File: src/rtl/fetch_unit.sv
// Decoupled instruction-fetch stage: owns the fetch PC, issues pipelined memory
// requests under a credit limit, buffers in-order responses and handles redirects.
module fetch_unit #(
    parameter int unsigned     XLEN         = 32,
    parameter int unsigned     DEPTH        = 4,
    parameter logic [XLEN-1:0] RESET_VECTOR = {XLEN{1'b0}}
) (
    input  logic            clk,
    input  logic            rst,
    output logic            imem_req_valid,
    input  logic            imem_req_ready,
    output logic [XLEN-1:0] imem_req_addr,
    input  logic            imem_resp_valid,
    input  logic [XLEN-1:0] imem_resp_data,
    output logic            instr_valid,
    input  logic            instr_ready,
    output logic [XLEN-1:0] instr,
    output logic [XLEN-1:0] instr_pc,
    input  logic            redirect_valid,
    input  logic [XLEN-1:0] redirect_addr
);

    localparam int unsigned     AW      = $clog2(DEPTH);
    localparam int unsigned     CW      = $clog2(DEPTH + 1);
    localparam logic [CW:0]     DEPTH_W = (CW + 1)'(DEPTH);
    localparam logic [XLEN-1:0] PC_STEP = XLEN'(3'd4);

    logic [XLEN-1:0] fetch_pc_r;
    logic [XLEN-1:0] resp_pc_r;
    logic [CW-1:0]   count_r;
    logic [CW-1:0]   outstanding_r;
    logic [CW-1:0]   drop_cnt_r;
    logic [AW-1:0]   wr_ptr_r;
    logic [AW-1:0]   rd_ptr_r;
    logic [XLEN-1:0] data_mem_r [DEPTH];
    logic [XLEN-1:0] pc_mem_r   [DEPTH];

    logic [CW:0]     occupancy_s;
    logic            req_fire_s;
    logic            resp_accept_s;
    logic            push_s;
    logic            pop_s;
    logic [CW-1:0]   outstanding_nxt_s;
    logic [CW-1:0]   drop_cnt_nxt_s;
    logic [XLEN-1:0] redirect_target_s;
    logic [1:0]      unused_redirect_lsb_s;

    assign redirect_target_s     = {redirect_addr[XLEN-1:2], 2'b00};
    assign unused_redirect_lsb_s = redirect_addr[1:0];
    assign imem_req_addr         = fetch_pc_r;

    // Credit check and classification of this cycle's request, response and pop.
    always_comb begin
        occupancy_s    = {1'b0, count_r} + {1'b0, outstanding_r};
        imem_req_valid = !rst && !redirect_valid && (occupancy_s < DEPTH_W);
        req_fire_s     = imem_req_valid && imem_req_ready;
        // A response with nothing outstanding is a protocol violation and is ignored.
        resp_accept_s  = imem_resp_valid && (outstanding_r != {CW{1'b0}});
        push_s         = resp_accept_s && !redirect_valid && (drop_cnt_r == {CW{1'b0}});
        pop_s          = (count_r != {CW{1'b0}}) && instr_ready && !redirect_valid;
    end

    // Next in-flight and stale-response counts.
    always_comb begin
        outstanding_nxt_s = outstanding_r + CW'(req_fire_s) - CW'(resp_accept_s);
        if (redirect_valid) begin
            // Every request issued before the redirect cycle is now stale.
            drop_cnt_nxt_s = outstanding_r - CW'(resp_accept_s);
        end else if (resp_accept_s && (drop_cnt_r != {CW{1'b0}})) begin
            drop_cnt_nxt_s = drop_cnt_r - CW'(1'b1);
        end else begin
            drop_cnt_nxt_s = drop_cnt_r;
        end
    end

    // Control state: PCs, FIFO pointers and counters; redirect overrides everything.
    always_ff @(posedge clk or posedge rst) begin
        if (rst) begin
            fetch_pc_r    <= RESET_VECTOR;
            resp_pc_r     <= RESET_VECTOR;
            count_r       <= {CW{1'b0}};
            outstanding_r <= {CW{1'b0}};
            drop_cnt_r    <= {CW{1'b0}};
            wr_ptr_r      <= {AW{1'b0}};
            rd_ptr_r      <= {AW{1'b0}};
        end else if (redirect_valid) begin
            fetch_pc_r    <= redirect_target_s;
            resp_pc_r     <= redirect_target_s;
            count_r       <= {CW{1'b0}};
            outstanding_r <= outstanding_nxt_s;
            drop_cnt_r    <= drop_cnt_nxt_s;
            wr_ptr_r      <= {AW{1'b0}};
            rd_ptr_r      <= {AW{1'b0}};
        end else begin
            if (req_fire_s) begin
                fetch_pc_r <= fetch_pc_r + PC_STEP;
            end
            if (push_s) begin
                resp_pc_r <= resp_pc_r + PC_STEP;
                wr_ptr_r  <= wr_ptr_r + AW'(1'b1);
            end
            if (pop_s) begin
                rd_ptr_r <= rd_ptr_r + AW'(1'b1);
            end
            count_r       <= count_r + CW'(push_s) - CW'(pop_s);
            outstanding_r <= outstanding_nxt_s;
            drop_cnt_r    <= drop_cnt_nxt_s;
        end
    end

    // Prefetch storage; contents are only meaningful below count_r.
    always_ff @(posedge clk) begin
        if (push_s) begin
            data_mem_r[wr_ptr_r] <= imem_resp_data;
            pc_mem_r[wr_ptr_r]   <= resp_pc_r;
        end
    end

    // Head presentation, forced to zero while the buffer is empty.
    always_comb begin
        instr_valid = (count_r != {CW{1'b0}});
        if (instr_valid) begin
            instr    = data_mem_r[rd_ptr_r];
            instr_pc = pc_mem_r[rd_ptr_r];
        end else begin
            instr    = {XLEN{1'b0}};
            instr_pc = {XLEN{1'b0}};
        end
    end

    fetch_unit_checker #(
        .DEPTH (DEPTH),
        .CW    (CW)
    ) u_checker (
        .clk             (clk),
        .rst             (rst),
        .imem_resp_valid (imem_resp_valid),
        .outstanding     (outstanding_r),
        .drop_cnt        (drop_cnt_r),
        .fifo_count      (count_r)
    );

endmodule

// Protocol and counter-bound properties for fetch_unit.
module fetch_unit_checker #(
    parameter int unsigned DEPTH = 4,
    parameter int unsigned CW    = 3
) (
    input logic          clk,
    input logic          rst,
    input logic          imem_resp_valid,
    input logic [CW-1:0] outstanding,
    input logic [CW-1:0] drop_cnt,
    input logic [CW-1:0] fifo_count
);

    a_resp_without_request: assert property (@(posedge clk) disable iff (rst)
        imem_resp_valid |-> (outstanding != {CW{1'b0}}));

    a_outstanding_bound: assert property (@(posedge clk) disable iff (rst)
        outstanding <= CW'(DEPTH));

    a_drop_within_outstanding: assert property (@(posedge clk) disable iff (rst)
        drop_cnt <= outstanding);

    a_credit_bound: assert property (@(posedge clk) disable iff (rst)
        ({1'b0, fifo_count} + {1'b0, outstanding}) <= (CW + 1)'(DEPTH));

endmodule
File: config.mk
export PLATFORM = sky130hd
export DESIGN_NAME = fetch_unit
export DESIGN_NICKNAME = d
export VERILOG_FILES = /design/src/rtl/fetch_unit.sv
export SDC_FILE = /design/constraint.sdc
export NUM_CORES = 1
export LEC_CHECK = 0
export CORE_AREA = 2 2 205 207
export CTS_CLUSTER_SIZE = 25
export DETAILED_ROUTE_END_ITERATION = 8
export DIE_AREA = 0 0 207 209
export GPL_TIMING_DRIVEN = 0
export HOLD_SLACK_MARGIN = 0.06
export SYNTH_ARGS = -nofsm -noshare
export SYNTH_HDL_FRONTEND = slang
export SYNTH_SLANG_ARGS = --single-unit
export TNS_END_PERCENT = 20
File: constraint.sdc
create_clock -name clk -period 3.45 [get_ports clk]
set_input_delay 0.69 -clock clk [delete_from_list [all_inputs] [get_ports clk]]
set_output_delay 0.69 -clock clk [all_outputs]
set_load 0.05 [all_outputs]
==> flow_summary_export.csv, run 1 <==
group,metric,value,unit
run_status,status,"complete, no violations",
synthesis,synthMuxAreaShare,10.9,%
global_routing,antenna_found_initial,0,
setup_path,startpoint,"count_r[1]$_DFF_PP0_",
route,via_count,8146,
synthesis,synth_area_leader_cell,"edfxtp_1",
final_layout,area_growth,26.4,%
power,power.density,753,mW/mm^2
synthesis,synth-simple-area-share,11.1,%
timing,fin_crit,3.33,ns
setup_path,cp_slowest_cell,"clkdlybuf4s50_1",
power,p_total,13100,uW
setup_path,critPathKind,"reg2out",
clock_tree,cts_sinks,321,
floorplan,num_io_pins,168,
final_layout,drive_above_1_share,17.7,%
power,comb_power_share,33.8,%
global_routing,grt_pass1_vias,8380,
floorplan,die_y,209,um
route,viasPerCell,5.00,
synthesis,syn_area,0.0137,sq mm
timing,hold_violations,0,
floorplan,die_w,207,um
setup_path,start_kind,"flop",
place,gp_congestion,0.861,
setup_path,regToRegEndpoint,"outstanding_r[2]$_DFF_PP0_",
synthesis,synth.distinct_cells,61,
synthesis,synth.most_common_cell,"edfxtp_1",
power,clockPowerShare,30.5,%
timing,max_clock_freq,300,MHz
final_layout,utilization,42.0,%
synthesis,synth_top_area_share,54.2,%
worst_hold_path,min-delay-path-class,"in2async",
place,dp.cells,1564,
place,detailed_place_hpwl,21.9,mm
setup_path,r2r_setup_slack,0.42,ns
timing,timing.hold.ws,0.500,ns
timing,fin_ws,0.116,ns
synthesis,yosys.area_share.xor_xnor,1.98,%
synthesis,yosys_most_used_dff,"edfxtp_1",
timing,finClkSkew,0.0204,ns
synthesis,synthesis.instances,856,
synthesis,synth_fa_ha_area_share,1.75,%
setup_path,path_buf_inv,2,
synthesis,synth_area_leaders,"edfxtp_1 (54%), dfrtp_1 (13%), mux4_2 (10%)",
global_routing,grt_use_total,15.4,%
floorplan,start_util,33.3,%
clock_tree,cts-root-buf,"clkbuf_16",
route,drtIter0Drc,460,
floorplan,dieArea,0.0433,sq mm
power,p_switching,4710,uW
setup_path,endpoint_kind,"output port",
global_routing,grt_start_max_net_pins,56,
synthesis,synth_top_family_by_area,"simple AND/OR/NAND/NOR gates",
synthesis,synth.top_cells.by_count,"edfxtp_1 (248), dfrtp_1 (73), and2_1 (68)",
setup_path,cp.arrival,2.64,ns
timing,grt_setup_unrepaired,"yes",
clock_tree,htreeDepth,2,
global_routing,grt_first_pass_wirelength,50.9,mm
route,dr.pass1.iters,5,
route,routed_wl,33.2,mm
timing,setup_viol,0,
setup_path,cp_cell_sequence,"or3_1 > clkbuf_2 > and2_1 > clkdlybuf4s50_1",
setup_path,worst_path_dominant_cell_family,"buffers and inverters",
synthesis,postSynthAreaPerCell,16.0,sq um
clock_tree,clock_latency,0.52,ns
clock_tree,clockBufferDepth,3,
power,vdd_drop_max,0.310,mV
clock_tree,clk_pin_slew,0.06,ns
power,p_sw_share,36.0,%
timing,slew_viol_final,0,
synthesis,yosysWarningCount,0,
floorplan,coreArea,0.0413,sq mm
place,port_buffers,161,
global_routing,grt-ovfl-total,0,
power,power.share.sequential,35.7,%
timing,period_share,96.6,%
synthesis,synth-seq-cells,321,
route,drcViolationCount,0,
flow_run,maxCapViolCount,0,
timing,relSlewSlack,51.7,%
synthesis,synth_edf_count,248,
setup_path,r2r_cells,12,
route,post_drt_wl_per_cell,20.4,um
setup_path,cp_data_required_time,2.76,ns
route,postRouteAntennaNets,0,
power,leakage,0.00610,uW
power,cell_internal_pwr,8360,uW
place,dp_slack,-0.958,ns
timing,tightest_slew,0.720,ns
synthesis,yosysSeqAreaShare,67.5,%
synthesis,synthArstFlopShare,22.7,%
clock_tree,cts_buffers,37,
setup_path,critPathMaxFanout,11,
setup_path,critPathMaxStageDelay,0.70,ns
synthesis,synth-compound-area-share,4.65,%
floorplan,rows,75,
setup_path,reg2reg_from,"outstanding_r[2]$_DFF_PP0_",
clock_tree,cts_tree,"built",
final_layout,layout.nets,1151,
final_layout,stdcell_count,1629,
==> sequential cells by signal, indices dropped and copies added (netlist names) <==
register and cells:
resp_pc_r 30, wr_ptr_r 2, outstanding_r 3, drop_cnt_r 3, imem_req_addr 30, count_r 3, rd_ptr_r 2, pc_mem_r 120
data_mem_r 128
==> per-stage QoR <==
step | setup TNS (ns) | cell area (sq um)
detailed placement | -5.93 | 16200
finish | 0 | 17400
global route | -0.412 | 17400
floorplan | 0 | 13700
CTS | 0 | 17400
global placement | -502.43 | 16000
==> power by group through the flow <==
stage               clock [uW]  sequential [uW]  combinational, uW
floorplan                    0             4800               3090
global placement             0             4730               4750
detailed placement           0             4730               4790
CTS                       4100             4660               4530
global route              4250             4700               4740
finish                    3990             4670               4420
==> kinds of logic after synthesis <==
family,Yosys count
AND/OR/NAND/NOR,259
AO/OA/AOI/OAI,87
adder cells (fa/ha/maj),18
multiplexers,71
flip-flops,321
XOR/XNOR,31
other,1
buffers and inverters,68
==> metal layers <==
metal | part of all wire, % | global-route usage (%)
met1 | 45 | 20.7
met2 | 49 | 25.6
met3 | 4.8 | 2.87
met4 | 1.8 | 3.92
met5 | 0 | 0
==> cell type report <==
class	instances	area, sq um
fill	3801	23900
buffer	42	220
timing repair buffer	166	1650
sequential	321	9280
tap	539	674
multi-input combinational	470	4200
antenna	1	2.50
clock inverter	18	258
clock buffer	47	985
inverter	25	96.3
==> layout by cell type, fill, tap and decap left out, types with 5 or more instances in the layout <==
cell type,Yosys,routed
a21oi_1,6,6
a31oi_1,5,5
and2_1,68,64
and3_1,8,8
buf_16,0,5
buf_2,11,6
buf_4,5,11
bufinv_16,0,6
clkbuf_1,24,24
clkbuf_16,0,38
clkbuf_2,0,15
clkdlybuf4s50_1,0,101
clkinv_2,0,6
dfrtp_1,73,72
dlygate4sd2_1,0,52
edfxtp_1,248,248
ha_1,16,16
inv_1,22,21
mux2_2,8,8
mux4_2,62,62
nand2_1,58,58
nand2b_1,6,6
nand3_1,39,39
nand4_1,18,18
nor2_1,21,21
nor3_1,5,5
nor4_2,6,6
o211ai_1,25,25
o21ai_0,10,10
o21ai_1,5,5
o311ai_0,8,8
o311ai_1,10,10
or3_1,6,6
xnor2_1,17,17
xor2_1,14,14
==> what timing repair did <==
| item | in CTS | in global routing |
|---|---|---|
| setup endpoints to repair | 65 | 30 |
| gates resized for setup | 75 | 18 |
| setup buffers | 0 | 0 |
| hold endpoints to repair | 0 | 0 |
| hold buffers | 0 | 0 |
==> worst max path at each step <==
stage | to | slack [ns] | cells past startpoint
final | instr[31] | 0.12 | 4
after global routing | instr_pc[5] | -0.05 | 5
after CTS | instr_pc[21] | 0.02 | 5
after detailed placement | count_r[2]$_DFF_PP0_ | -0.96 | 12
after global placement | data_mem_r[0][10]$_DFFE_PP_ | -1.88 | 5
after floorplan | data_mem_r[1][0]$_DFFE_PP_ | 0.17 | 4
(Power assumes the default switching activity.)
==> run 2: changes to the inputs <==
- HOLD_SLACK_MARGIN: 0.06 -> default
- RECOVER_POWER: default -> 100
- REMOVE_ABC_BUFFERS: default -> 1
==> flow_summary_export.csv, run 2 (synthesis results as in run 1) <==
group,metric,value,unit
setup_path,r2r_setup_slack,0.25,ns
setup_path,cp_data_required_time,2.76,ns
setup_path,endpoint_kind,"output port",
floorplan,num_io_pins,168,
floorplan,die_w,207,um
flow_run,maxCapViolCount,2,
worst_hold_path,min-delay-path-class,"reg2reg",
power,power.density,774,mW/mm^2
setup_path,cp.arrival,2.74,ns
run_status,violations,"max-capacitance violations, max-slew violations",
global_routing,antenna_found_initial,0,
timing,finClkSkew,0.0299,ns
final_layout,area_growth,26.1,%
clock_tree,cts_sinks,321,
route,routed_wl,31.8,mm
timing,hold_violations,0,
final_layout,top_regs,"data_mem_r x128, pc_mem_r x120",
floorplan,start_util,33.3,%
route,post_drt_wl_per_cell,19.9,um
route,met3_length,1.55,mm
route,dr.pass1.iters,4,
route,viasPerCell,5.03,
timing,max_clock_freq,292,MHz
clock_tree,cts_tree,"built",
setup_path,start_kind,"flop",
timing,timing.hold.ws,0.548,ns
final_layout,fin_area,0.0173,sq mm
timing,fin_crit,3.43,ns
power,vdd_drop_max,0.402,mV
route,met2_length,14.9,mm
route,dr.max_layer_used,"met4",
final_layout,largest_reg_flops,128,
clock_tree,clock_latency,0.56,ns
global_routing,grt_first_pass_wirelength,49.7,mm
place,port_buffers,161,
clock_tree,clk_pin_slew,0.06,ns
route,drcViolationCount,0,
floorplan,dieArea,0.0433,sq mm
clock_tree,htreeDepth,2,
final_layout,final_common_cell,"edfxtp_1",
clock_tree,clockBufferDepth,3,
clock_tree,cts-root-buf,"clkbuf_16",
setup_path,critPathKind,"reg2out",
timing,setup_viol,0,
global_routing,grt_pass1_vias,8489,
power,leakage,0.00599,uW
final_layout,layout.nets,1117,
final_layout,num_antenna_cells,0,
place,detailed_place_hpwl,19.7,mm
timing,grt_setup_unrepaired,"yes",
global_routing,grt-ovfl-total,0,
setup_path,critPathMaxFanout,22,
floorplan,rows,75,
final_layout,drive_above_1_share,17.5,%
power,p_total,13400,uW
route,wirelength_met1,14.6,mm
route,drtIter0Drc,497,
timing,period_share,99.3,%
run_status,status,"finished with violations",
place,dp.cells,1525,
timing,slew_viol_final,88,
final_layout,layout_common_cells,"edfxtp_1 (248), dfrtp_1 (71), dlygate4sd3_1 (65)",
global_routing,grt_start_max_net_pins,51,
timing,fin_tns_setup,0,ns
final_layout,top_register,"data_mem_r",
place,dpl-instance-area,0.0161,sq mm
place,gp_congestion,0.785,
clock_tree,cts_buffers,38,
final_layout,stdcell_count,1598,
route,postRouteAntennaNets,0,
global_routing,grt_use_total,14.9,%
timing,tightest_slew,1.71,ns
floorplan,die_y,209,um
route,via_count,8038,
floorplan,coreArea,0.0413,sq mm
timing,relSlewSlack,-14.7,%
## run 2: where the power goes
group          internal [uW]  total (uW)  switching [uW]
sequential              4430        4680             257
combinational           1560        4530            2960
clock                   2600        4200            1610
total                   8580       13400            4830
## run 2: final timing paths
kind / start / cells after the start / endpoint
hold / removal: drop_cnt_r[1]$_DFFE_PP0P_ / 2 / drop_cnt_r[1]$_DFFE_PP0P_
min in group asynchronous: rst / 2 / imem_req_addr[28]$_DFFE_PP0P_
max in group asynchronous: rst / 3 / rd_ptr_r[0]$_DFFE_PP0P_
hold reg to reg: drop_cnt_r[1]$_DFFE_PP0P_ / 2 / drop_cnt_r[1]$_DFFE_PP0P_
setup / recovery: rd_ptr_r[0]$_DFFE_PP0P_ / 5 / instr[2]
setup reg to reg: drop_cnt_r[0]$_DFFE_PP0P_ / 6 / data_mem_r[2][8]$_DFFE_PP_
## run 2: metrics by stage
step                      utilization [%]  setup slack [ns]
after floorplan                         -            -0.742
after global placement               38.4             -3.20
after detailed placement             38.9            -0.359
after CTS                            42.3           -0.0736
after global routing                 42.0            -0.101
final                                42.0            0.0225
## run 2: what timing repair did
item	4_1_cts	5_1_grt
pin swaps	0	0
gates cloned	2	0
setup endpoints to repair	61	23
hold buffers	0	0
setup buffers	1	0
resized for setup	79	10
endpoints found under the hold margin	0	0
## run 2: area by class of cell
class                      instances  area [sq um]
clock buffer                      44           983
timing repair buffer             173          1780
multi-input combinational        470          4170
sequential                       321          9280
inverter                          25          95.1
fill                            3799         24000
clock inverter                    26           343
tap                              539           674
## run 2: metal layers
layer | up-vias | track usage, %
met5 | - | 0
li1 | 3686 | -
met3 | 46 | 2.93
met1 | 4084 | 20.5
met4 | 0 | 5.07
met2 | 222 | 23.7
## run 2: worst max-delay path, stage by stage, from the launching register on
cell and delay [ns]:
dfrtp_4 0.50, bufbuf_16 0.36, buf_16 0.22, mux4_2 0.51, and2_1 0.17, dlygate4sd2_1 0.42
==> run 3: changes to the inputs <==
- CAP_MARGIN: default -> 5
==> results of run 3 <==
Final layout, timing and power as in run 2 (identical DEF).
==> edit: new RTL, settings of run 3 <==
Make the reset (`rst`) synchronous in one clocked block.
--- a/src/rtl/fetch_unit.sv
+++ b/src/rtl/fetch_unit.sv
@@ -74,7 +74,7 @@
     end
 
     // Control state: PCs, FIFO pointers and counters; redirect overrides everything.
-    always_ff @(posedge clk or posedge rst) begin
+    always_ff @(posedge clk) begin
         if (rst) begin
             fetch_pc_r    <= RESET_VECTOR;
             resp_pc_r     <= RESET_VECTOR;
Behaviour: differs if rst is asserted again (counterexample within 4 cycles, from zero or initial values and one cycle with rst high); with rst held inactive, the same outputs for 4 cycles.
==> edit against run 3 <==
Critical path depth shrank 1; synthesized cell count grew 7.2%; synthesized area shrank 0.16%; sequential cell count grew 2; worst hold slack lost 0.039 ns; setup slack gained 0.087 ns; routed wire length grew 3.7%; global-route usage grew 0.19 points; count of clock-buffer cells in the layout grew 6; cell area shrank 0.72%; fmax grew 2.6%.
Power is not compared: it rests on default switching activity, and its combinational part moved more than twofold at a synthesized area within 25%.
==> edit: results (changes against run 3) <==
| Metric | Value |
|---|---|
| Post-CTS sizing | `32 (-59%)` |
| First-pass GRT wire length | `50500 um (+1.7%)` |
| Setup Buffers After CTS | `2 (+1)` |
| Final Skew | `0.0180 ns (-0.0119 ns)` |
| CLK BUF | `50 (+14%)` |
| Largest net degree at the start of global routing | `50 (-2.0%)` |
| Worst reg2reg startpoint | `drop_cnt_r[0]` |
| Number of logic inverters in the finished layout | `26 (+4.0%)` |
| Clk sinks | `323 (+0.62%)` |
| GPL Wtd Cong | `0.832 (+5.9%)` |
| Layout non-clock buf frac | `10.4% (+0.089 points)` |
| Total wire length | `33000 um (+3.7%)` |
| Lkg Pwr | `5.78 nW` |
| Area post-placement | `0.0161 sq mm (about the same)` |
| GRT Total Usage | `15.1% (+0.19 points)` |
| Synth top area cells | `edfxtp_1 (54%), dfxtp_1 (11%), mux4_2 (10%)` |
| Total CTS buffers | `37 (-2.6%)` |
| Count of multi-input gates | `522 (+11%)` |
| Critical path peak fanout | `49 (+120%)` |
| Signal buffers | `179 (+3.5%)` |
| Synthesized cell area | `0.0137 sq mm (-0.16%)` |
| Async SR Flop Fraction | `0% (-23 points)` |
| Seq area share | `52.1% (-1.5 points)` |
| Initial DRT Pass Iterations | `5 (+1)` |
| Initial DRC count | `544 (+9.5%)` |
| Most instantiated cells after synthesis | `edfxtp_1 (248), dfxtp_1 (75), nor2b_1 (64)` |
| Synth Instances | `918 (+7.2%)` |
| Fraction of area in multi-input gates | `25.8% (+1.8 points)` |
| Dpl cells | `1585 (+3.9%)` |
| Nets | `1177 (+5.4%)` |
| Slew Limit Headroom | `29.7% (+44 points)` |
| Skew-Pair Late Insertion Delay | `0.53 ns (-0.03 ns)` |
| Post-Layout Cell Count | `1655 (+3.6%)` |
| WP data arrival | `2.65 ns (-0.09 ns)` |
| Layout cells sized above 1 | `14.0% (-3.5 points)` |
| Sequential share of the synthesized area | `65.2% (-2.3 points)` |
| Hold Startpoint | `wr_ptr_r[1]` |
| Fill cell count | `3827 (+0.74%)` |
| Vias in the first global route | `8277 (-2.5%)` |
| Register area | `0.00896 sq mm (-3.5%)` |
| Outcome | `completed` |
| Via count | `8356 (+4.0%)` |
| Post-DP HPWL | `20800 um (+5.9%)` |
| Distinct cell type count after synthesis | `67 (+9.8%)` |
| Clock-cell share of area | `7.23% (-0.42 points)` |
| Setup WS pre-CTS | `-0.913 ns (-0.554 ns)` |
[edit: cell types whose count changed after synthesis, moves of 9 or more]
cell / change
and4_1: +12
and2_1: -59
nor2b_1: +62
a211oi_1: +14
nor3_1: +10
o211ai_1: -22
a21oi_1: +20
nand2_1: -15
dfrtp_1: -73
clkbuf_1: +11
o311ai_1: -10
nor2_1: +16
dfxtp_1: +75
a31oi_1: +9
[edit: per-layer routing]
metal  up-vias  track usage (%)  share of wire, %
met2       215             24.0                46
met5         -                0                 0
met4         0             3.40               1.5
met1      4244             21.5                46
li1       3862                -                 -
met3        35             2.96               5.8
[edit: worst paths after layout]
| path | depth (start not counted) | to | slack (ns) |
|---|---|---|---|
| worst max-delay path | 4 | instr_pc[19] | 0.11 |
| worst min-delay path | 2 | wr_ptr_r[1] | 0.51 |
| worst max register to register | 6 | data_mem_r[3][17] | 0.27 |
| worst min register to register | 2 | wr_ptr_r[1] | 0.51 |
[edit: logic make-up (layout without fill, tap and decap cells)]
kind of cell / Yosys count / count (layout) / share of synthesized area (%)
muxes: 68 / 68 / 10.6
xor gates and xnor gates: 42 / 42 / 2.68
DFF: 323 / 323 / 65.2
buffers and inverters: 76 / 271 / 2.33
AOI/OAI and AO/OA: 101 / 101 / 4.88
other: 1 / 4 / 0.0273
adders and majority gates: 18 / 18 / 1.75
and+or+nand+nor: 289 / 289 / 12.5
[edit: power by group]
group,total [mW],internal (mW),switching [mW],leakage (nW)
Combinational,1.11,0.441,0.672,2.30
Clock,4.00,2.48,1.52,0.607
Sequential,4.51,4.37,0.143,2.87
Total,9.62,7.29,2.34,5.78
[edit: critical path, stage by stage, from the launching register on]
cell and delay [ns]:
dfxtp_4 0.51, buf_16 0.32, mux4_2 0.24, nor2b_1 0.19
clkdlybuf4s50_1 0.83
